**src/rtl/interrupt_pkg.sv**
```systemverilog
// interrupt_pkg: shared types and constants for the interrupt sequencer.
// Sources, sequence states, push selects, vectors and the output bundle.
package interrupt_pkg;

  typedef enum logic [1:0] {
    SRC_RESET,
    SRC_NMI,
    SRC_BRK,
    SRC_IRQ
  } int_src_t;

  typedef enum logic [3:0] {
    IDLE,
    S1,
    S2,
    S3,
    S4,
    S5,
    S6,
    S7,
    DONE
  } seq_state_t;

  localparam logic [1:0] PUSH_NONE = 2'b00;
  localparam logic [1:0] PUSH_PCH  = 2'b01;
  localparam logic [1:0] PUSH_PCL  = 2'b10;
  localparam logic [1:0] PUSH_PSR  = 2'b11;

  localparam logic [7:0] VEC_NMI   = 8'hFA;
  localparam logic [7:0] VEC_RESET = 8'hFC;
  localparam logic [7:0] VEC_IRQ   = 8'hFE;

  typedef struct packed {
    logic       busy;
    logic [2:0] step;
    logic [1:0] push_sel;
    logic       stack_write;
    logic       sp_dec;
    logic [7:0] vec_adl;
    logic       vec_fetch_lo;
    logic       vec_fetch_hi;
    logic       set_i;
    logic       psr_b;
    logic       seq_done;
    logic       nmi_ack;
  } seq_out_t;

  function automatic logic [7:0] src_vec(
    input int_src_t s
  );
    if (s == SRC_RESET) return VEC_RESET;
    if (s == SRC_NMI) return VEC_NMI;
    return VEC_IRQ;
  endfunction

endpackage

```
**src/rtl/sync_edge_detect.sv**
```systemverilog
// sync_edge_detect: multi-flop pin synchronizer with falling-edge pulse.
// Synchronizer and edge history reset to 1 (pin idle high).
module sync_edge_detect #(
  parameter int STAGES = 2
) (
  input  logic clk,
  input  logic rst,
  input  logic din,
  output logic level,
  output logic fall
);

  logic [STAGES-1:0] sync_q;
  logic              prev_q;

  // shift the pin through the synchronizer, keep last synced value
  always_ff @(posedge clk) begin
    if (rst) begin
      sync_q <= '1;
      prev_q <= 1'b1;
    end else begin
      sync_q <= {sync_q[STAGES-2:0], din};
      prev_q <= sync_q[STAGES-1];
    end
  end

  assign level = sync_q[STAGES-1];
  assign fall  = prev_q & ~sync_q[STAGES-1];

endmodule

```
**src/rtl/interrupt_sequencer.sv**
```systemverilog
// interrupt_sequencer: RESET/NMI/BRK/IRQ arbitration and 7-cycle sequence.
// Define INT_SEQ_NMI_HIJACK_EN to let a late NMI redirect a BRK/IRQ vector.
module interrupt_sequencer
  import interrupt_pkg::*;
#(
  parameter int SYNC_STAGES = 2
) (
  input  logic       clk,
  input  logic       rst,
  input  logic       nmi_n,
  input  logic       irq_n,
  input  logic       brk_req,
  input  logic       instr_done,
  input  logic       psr_i,
  output logic       busy,
  output logic [2:0] step,
  output logic [1:0] push_sel,
  output logic       stack_write,
  output logic       sp_dec,
  output logic [7:0] vec_adl,
  output logic       vec_fetch_lo,
  output logic       vec_fetch_hi,
  output logic       set_i,
  output logic       psr_b,
  output logic       seq_done,
  output logic       nmi_ack
);

  logic       nmi_fall;
  logic       irq_lvl;
  logic       irq_pend;
  logic       nmi_q;
  logic       rst_pend_q;
  logic       nmi_take;
  seq_state_t state_q, state_d;
  int_src_t   src_q, src_d;
  logic [7:0] vbase_q, vbase_d;
  seq_out_t   out_q, out_d;

  sync_edge_detect #(
    .STAGES(SYNC_STAGES)
  ) u_nmi (
    .clk  (clk),
    .rst  (rst),
    .din  (nmi_n),
    .level(),
    .fall (nmi_fall)
  );

  sync_edge_detect #(
    .STAGES(SYNC_STAGES)
  ) u_irq (
    .clk  (clk),
    .rst  (rst),
    .din  (irq_n),
    .level(irq_lvl),
    .fall ()
  );

  assign irq_pend = ~irq_lvl & ~psr_i;

  // arbitration, step sequencing and NMI consumption
  always_comb begin
    state_d  = state_q;
    src_d    = src_q;
    vbase_d  = vbase_q;
    nmi_take = 1'b0;
    unique case (state_q)
      IDLE: begin
        if (rst_pend_q) begin
          state_d = S1;
          src_d   = SRC_RESET;
        end else if (instr_done) begin
          if (nmi_q) begin
            state_d = S1;
            src_d   = SRC_NMI;
          end else if (brk_req) begin
            state_d = S1;
            src_d   = SRC_BRK;
          end else if (irq_pend) begin
            state_d = S1;
            src_d   = SRC_IRQ;
          end
        end
        vbase_d = src_vec(src_d);
      end
      S1: state_d = S2;
      S2: state_d = S3;
      S3: state_d = S4;
      S4: begin
        state_d = S5;
        if (nmi_q) begin
          if (src_q == SRC_NMI) begin
            nmi_take = 1'b1;
`ifdef INT_SEQ_NMI_HIJACK_EN
          end else if (src_q != SRC_RESET) begin
            nmi_take = 1'b1;
            vbase_d  = VEC_NMI;
`endif
          end
        end
      end
      S5: state_d = S6;
      S6: state_d = S7;
      S7: state_d = DONE;
      DONE: state_d = IDLE;
      default: state_d = IDLE;
    endcase
  end

  // strobes for the step being entered, registered below
  always_comb begin
    out_d          = '0;
    out_d.push_sel = PUSH_NONE;
    unique case (state_d)
      S1: begin
        out_d.busy = 1'b1;
        out_d.step = 3'd1;
      end
      S2: begin
        out_d.busy = 1'b1;
        out_d.step = 3'd2;
      end
      S3: begin
        out_d.busy        = 1'b1;
        out_d.step        = 3'd3;
        out_d.push_sel    = PUSH_PCH;
        out_d.sp_dec      = 1'b1;
        out_d.stack_write = (src_d != SRC_RESET);
      end
      S4: begin
        out_d.busy        = 1'b1;
        out_d.step        = 3'd4;
        out_d.push_sel    = PUSH_PCL;
        out_d.sp_dec      = 1'b1;
        out_d.stack_write = (src_d != SRC_RESET);
      end
      S5: begin
        out_d.busy        = 1'b1;
        out_d.step        = 3'd5;
        out_d.push_sel    = PUSH_PSR;
        out_d.sp_dec      = 1'b1;
        out_d.stack_write = (src_d != SRC_RESET);
        out_d.psr_b       = (src_d == SRC_BRK);
        out_d.nmi_ack     = nmi_take;
      end
      S6: begin
        out_d.busy         = 1'b1;
        out_d.step         = 3'd6;
        out_d.vec_adl      = vbase_d;
        out_d.vec_fetch_lo = 1'b1;
        out_d.set_i        = 1'b1;
      end
      S7: begin
        out_d.busy         = 1'b1;
        out_d.step         = 3'd7;
        out_d.vec_adl      = vbase_d + 8'd1;
        out_d.vec_fetch_hi = 1'b1;
      end
      DONE: out_d.seq_done = 1'b1;
      default: ;
    endcase
  end

  // state, NMI latch, pending reset and output registers
  always_ff @(posedge clk) begin
    if (rst) begin
      state_q    <= IDLE;
      src_q      <= SRC_RESET;
      vbase_q    <= VEC_RESET;
      rst_pend_q <= 1'b1;
      nmi_q      <= 1'b0;
      out_q      <= '0;
    end else begin
      state_q    <= state_d;
      src_q      <= src_d;
      vbase_q    <= vbase_d;
      rst_pend_q <= 1'b0;
      out_q      <= out_d;
      if (nmi_fall) begin
        nmi_q <= 1'b1;
      end else if (nmi_take) begin
        nmi_q <= 1'b0;
      end
    end
  end

  assign busy         = out_q.busy;
  assign step         = out_q.step;
  assign push_sel     = out_q.push_sel;
  assign stack_write  = out_q.stack_write;
  assign sp_dec       = out_q.sp_dec;
  assign vec_adl      = out_q.vec_adl;
  assign vec_fetch_lo = out_q.vec_fetch_lo;
  assign vec_fetch_hi = out_q.vec_fetch_hi;
  assign set_i        = out_q.set_i;
  assign psr_b        = out_q.psr_b;
  assign seq_done     = out_q.seq_done;
  assign nmi_ack      = out_q.nmi_ack;

endmodule
```
**config.mk**
```make
export PLATFORM = sky130hd
export DESIGN_NAME = interrupt_sequencer
export DESIGN_NICKNAME = d
export VERILOG_FILES = /design/src/rtl/interrupt_pkg.sv /design/src/rtl/sync_edge_detect.sv /design/src/rtl/interrupt_sequencer.sv
export SDC_FILE = /design/constraint.sdc
export NUM_CORES = 1
export LEC_CHECK = 0
export CORE_MARGIN = 4
export CORE_UTILIZATION = 51
export CTS_CLUSTER_DIAMETER = 200
export DETAILED_ROUTE_END_ITERATION = 12
export PLACE_DENSITY = 0.83
export SYNTH_ARGS = -nofsm -noshare
export SYNTH_HDL_FRONTEND = slang
export SYNTH_SLANG_ARGS = --single-unit
```
**constraint.sdc**
```tcl
create_clock -name clk -period 2.43 [get_ports clk]
set_input_delay 0.3645 -clock clk [delete_from_list [all_inputs] [get_ports clk]]
set_output_delay 0.3645 -clock clk [all_outputs]
set_load 0.01 [all_outputs]
```
After elaboration in Yosys (flattened, before gate mapping)
Cells that the tools add are included.

Register bits: 42. Logic and storage cells: 84. Bits of input ports: 7. Output and inout bits: 22.

Multiplexer cells: 35. $add $sub $neg: 1. Reduce and logical (&&, ||, !) cells: 5. Bitwise operators: 6. Equal/unequal tests: 18.

Operator list (number): 8-bit 2-to-1 mux (5); 4-bit by 3-bit equality test with 1-bit output (second input constant) (8); 4-bit case mux with 8 select lines (1); 4-bit case mux with 7 select lines (1); 4-bit 2-to-1 mux (5); 4-bit by 2-bit equality test with 1-bit output (second input constant) (4); 8-bit case mux with 2 select lines (1); 1-bit 2-to-1 mux (14); 2-bit 2-to-1 mux (7); 4-bit case mux with 3 select lines (1); 8-bit by 1-bit adder with 8-bit output (second input constant) (1); 4-bit by 1-bit equality test with 1-bit output (second input constant) (2); 2-bit by 1-bit equality test with 1-bit output (second input constant) (2); 4-bit equality test (second input constant) (1); 4-bit zero test (1); 1-bit inverter (4); 2-bit nonzero test (2); 1-bit AND (2); 2-bit equality test (second input constant) (1); 2-bit zero test (1); 2-bit OR reduction (1).

Depth between registers and ports, before layout
Word-level depth: 18. Gate-level depth with buffers: 8. Gate-level depth less buffers: 7.

Modules after synthesis
Synthesis repeated with hierarchy kept, for this count alone.

Cells, all modules: 164. Area total of the unflattened synthesis: 1615.3 um^2.

Modules (own cells, without submodules): interrupt_sequencer (seq. area each 740.7 um^2, instances 1, area each 1445.1 um^2, cells an instance 150); sync_edge_detect (seq. area each 60.1 um^2, instances 2, area each 85.1 um^2, cells an instance 7).

Worst setup path before layout
No wires, ideal clock.

Path type: flip-flop to flip-flop. Start point: register state_q[1]. End point: register out_q, in the netlist vec_adl[2]. Path buffers: 1. Slack: 0.570 ns. Required time: 2.310 ns. Cell stages (with the launch flop): 8. Period minus slack after synthesis: 1.860 ns. Setup time: 0.120 ns. Data arrival time: 1.741 ns. Cell sequence: dfxtp_1 > buf_2 > or4_4 > nand2_1 > inv_1 > ha_1 > and3_1 > a211o_1.

Elaborated cells between the ends (all ways): 19. Classes of those cells: add/sub (1); eq/ne (9); mux (8); reduce/logical (1).

RTL lines: start, declared (RTL line interrupt_sequencer.sv:35) `seq_state_t state_q, state_d;`; start signal, assigned (RTL line interrupt_sequencer.sv:175) `state_q <= state_d;`; 4-bit zero test (RTL line interrupt_sequencer.sv:68) `unique case (state_q)`; 8-bit 2-to-1 mux (RTL line interrupt_sequencer.sv:68); via vbase_d[0] (RTL line interrupt_sequencer.sv:37) `logic [7:0] vbase_q, vbase_d;`; 8-bit by 1-bit adder with 8-bit output (RTL line interrupt_sequencer.sv:157) `out_d.vec_adl = vbase_d + 8'd1;`; 8-bit case mux with 2 select lines (RTL line interrupt_sequencer.sv:115) `unique case (state_d)`; end signal, assigned (RTL line interrupt_sequencer.sv:179) `out_q <= out_d;`; end, declared (RTL line interrupt_sequencer.sv:38) `seq_out_t out_q, out_d;`.

The timed path passes the listed nets, and every way through them passes these cells. A chain may end at the register's enable or synchronous reset.

Worst setup path after layout
Start point: register state_q[0]. End point: register out_q, in the netlist vec_adl[2].

The elaborated chain is that of the path after synthesis.

==> results.py <==
metrics = {
    "global_routing": {
        "grt_pass1_wl_mm": 5.42,
        "grt_max_degree": 19,
        "track_usage_pct": 17.1,
        "grt_remaining_overflow": 0,
        "first_global_vias": 1208,
        "antenna_found_initial": 0,
    },
    "power_and_ir_drop": {
        "p_per_area_nw_per_um2": 623,
        "peakVddDrop_mv": 0.312,
        "power.leakage_nw": 0.745,
        "total_power_mw": 1.22,
    },
    "timing": {
        "period_needed_ps": 2060,
        "setup_ws_ps": 366,
        "rsz0062_at_grt": "no",
        "setup_viol": 0,
        "tightestPinTransition_ps": 476,
        "maxSlewHeadroom_pct": 68.2,
        "slew_viol_final": 0,
        "finalCritPeriodShare_pct": 84.9,
        "hold_viol": 0,
        "max_freq_ghz": 0.485,
        "worst_hold_slack_ps": 417,
        "fin_setup_tns_ps": 0,
        "clock_skew_ps": 6.32,
    },
    "drt": {
        "detail-route-antenna-nets": 0,
        "via_count": 1250,
        "drtIter0Drc": 64,
        "dr_wl_met3_um": 141,
        "highest_layer": "met4",
        "wirelength_mm": 3.12,
        "wl_met1_mm": 1.38,
        "drc": 0,
        "wl_met2_mm": 1.49,
        "vias_per_cell": 5.34,
        "wl_per_cell_um": 13.3,
        "drt-pass1-iter-count": 4,
    },
    "worst_setup_path": {
        "worstSetupPathType": "reg2reg",
        "cp_max_fo": 10,
        "arrival_ps": 2310,
        "cp-start-kind": "flip-flop",
        "critPathRequiredTime_ps": 2670,
        "crit_path_end_kind": "flip-flop",
    },
    "synthesis": {
        "synth_area_leader_cell": "dfxtp_1",
        "ys_ff_latch": 42,
        "synth_top_area_share_pct": 52.5,
        "yosysUniqueCellTypes": 46,
        "syn_avg_cell_area_um2": 10.1,
        "seq_area_frac_synth_pct": 52.5,
        "synthFlopType": "dfxtp_1",
        "yosys_warnings": 0,
        "ys_top_cells_by_area": "dfxtp_1, nor2_1, a21oi_1",
        "synth_cells": 159,
        "async_flop_share_pct": 0,
        "synth_edf_count": 0,
        "syn_nets": 167,
        "syn-cell-area_um2": 1600,
    },
    "floorplanning": {
        "std_cell_rows": 20,
        "dieArea_um2": 4100,
        "dieHeight_um": 64.1,
        "initial_utilization_pct": 52.9,
        "core_area_um2": 3030,
        "fp.dieW_um": 64.1,
        "io_pins": 29,
    },
    "worst_hold_path": {
        "hold_class": "reg2reg",
    },
    "cells_and_area": {
        "final_cells": 234,
        "post-route-util_pct": 64.7,
        "final_area_um2": 1960,
        "nets": 198,
        "diodes": 0,
        "fillers": 260,
        "final_common_cell": "dfxtp_1",
        "drive_gt1_share_pct": 14.2,
        "mostFrequentLayoutCells": "dfxtp_1, clkdlybuf4s50_1, nor2_1",
        "syn_to_final_growth_pct": 22.2,
    },
    "cts": {
        "cts_made_buffers": 5,
        "clkLatencyLatePin_ps": 340,
        "clk_pin_slew_ps": 110,
        "htree_num_levels": 2,
        "cts_buffer_depth": 2,
        "cts-resized-gates": 0,
        "clockRootBuffer": "clkbuf_4",
        "hold_buffers": 0,
        "cts_tree": "built",
        "cts_setup_buffers": 0,
        "clkSinkCount": 42,
    },
    "placement": {
        "dp_hpwl_mm": 2.36,
        "dp_cells": 227,
        "gp_congestion": 0.859,
        "placed_cell_area_um2": 1910,
        "port_buffers": 28,
        "dp_slack_ps": 15.3,
    },
    "status": {
        "status": "complete, no violations",
    },
    "flow_run": {
        "max_cap_violations": 0,
    },
}
## cell usage after synthesis, drive strengths merged, types with 2 or more instances
master	number
nand2	10
or2	9
buf	6
dfxtp	42
nor2	15
a21oi	10
nand2b	6
o21ai	5
nor3	8
or3	5
a211oi	3
a2111oi	2
inv	5
nand3b	2
clkbuf	2
and3	2
nand3	4
nor2b	2
## power by group
part           leakage [nW]  switching, mW  total, mW  internal (mW)
combinational         0.378         0.0828      0.169         0.0861
clock                0.0254          0.196      0.305          0.109
sequential            0.342         0.0286      0.746          0.717
total                 0.745          0.307       1.22          0.912
## sequential cells by signal, summed over array words and instances (netlist names)
| register | count |
|---|---|
| push_sel | 2 |
| busy | 1 |
| u_nmi.sync_q | 2 |
| u_irq.sync_q | 2 |
| src_q | 2 |
| state_q | 4 |
| vbase_q | 8 |
| u_nmi.prev_q | 1 |
| nmi_q | 1 |
| sp_dec | 1 |
| nmi_ack | 1 |
| vec_adl | 8 |
| stack_write | 1 |
| set_i | 1 |
| rst_pend_q | 1 |
| psr_b | 1 |
| seq_done | 1 |
| vec_fetch_hi | 1 |
| step | 3 |
## worst paths after layout
kind | startpoint | to | slack [ps] | depth (start not counted)
setup reg to reg | state_q[0] | vec_adl[2] | 370 | 6
setup / recovery | state_q[0] | vec_adl[2] | 370 | 6
hold reg to reg | u_irq.sync_q[0] | u_irq.sync_q[1] | 420 | 1
hold / removal | u_irq.sync_q[0] | u_irq.sync_q[1] | 420 | 1
## area by class of cell
type                       count  area (um^2)  area share [%]
sequential                    42          841            42.9
multi-input combinational    104          688            35.1
timing repair buffer          32          310            15.8
tap                           44         55.1            2.81
clock buffer                   7         45.0            2.30
inverter                       5         18.8           0.958
## critical path, stage by stage (launching register included)
cell     delay (ps)
dfxtp_1         470
or4_4           640
nand2_1         150
inv_1            60
ha_1            260
and3_1          170
a211o_1         220
## logic make-up after synthesis
kind of cell	after synthesis	synth area share (%)
XOR/XNOR	2	1.09
flip-flops	42	52.5
AND/OR/NAND/NOR	70	25.8
adder cells (fa/ha/maj)	1	0.781
buffers and inverters	13	4.61
AO/OA/AOI/OAI	30	14.7
multiplexers	1	0.625
## per-layer routing
layer	track usage [%]	vias up
li1	-	618
met1	19.9	584
met2	27.5	37
met3	4.39	11
met4	11.1	0
met5	0	-
(Power assumes the default switching activity.)
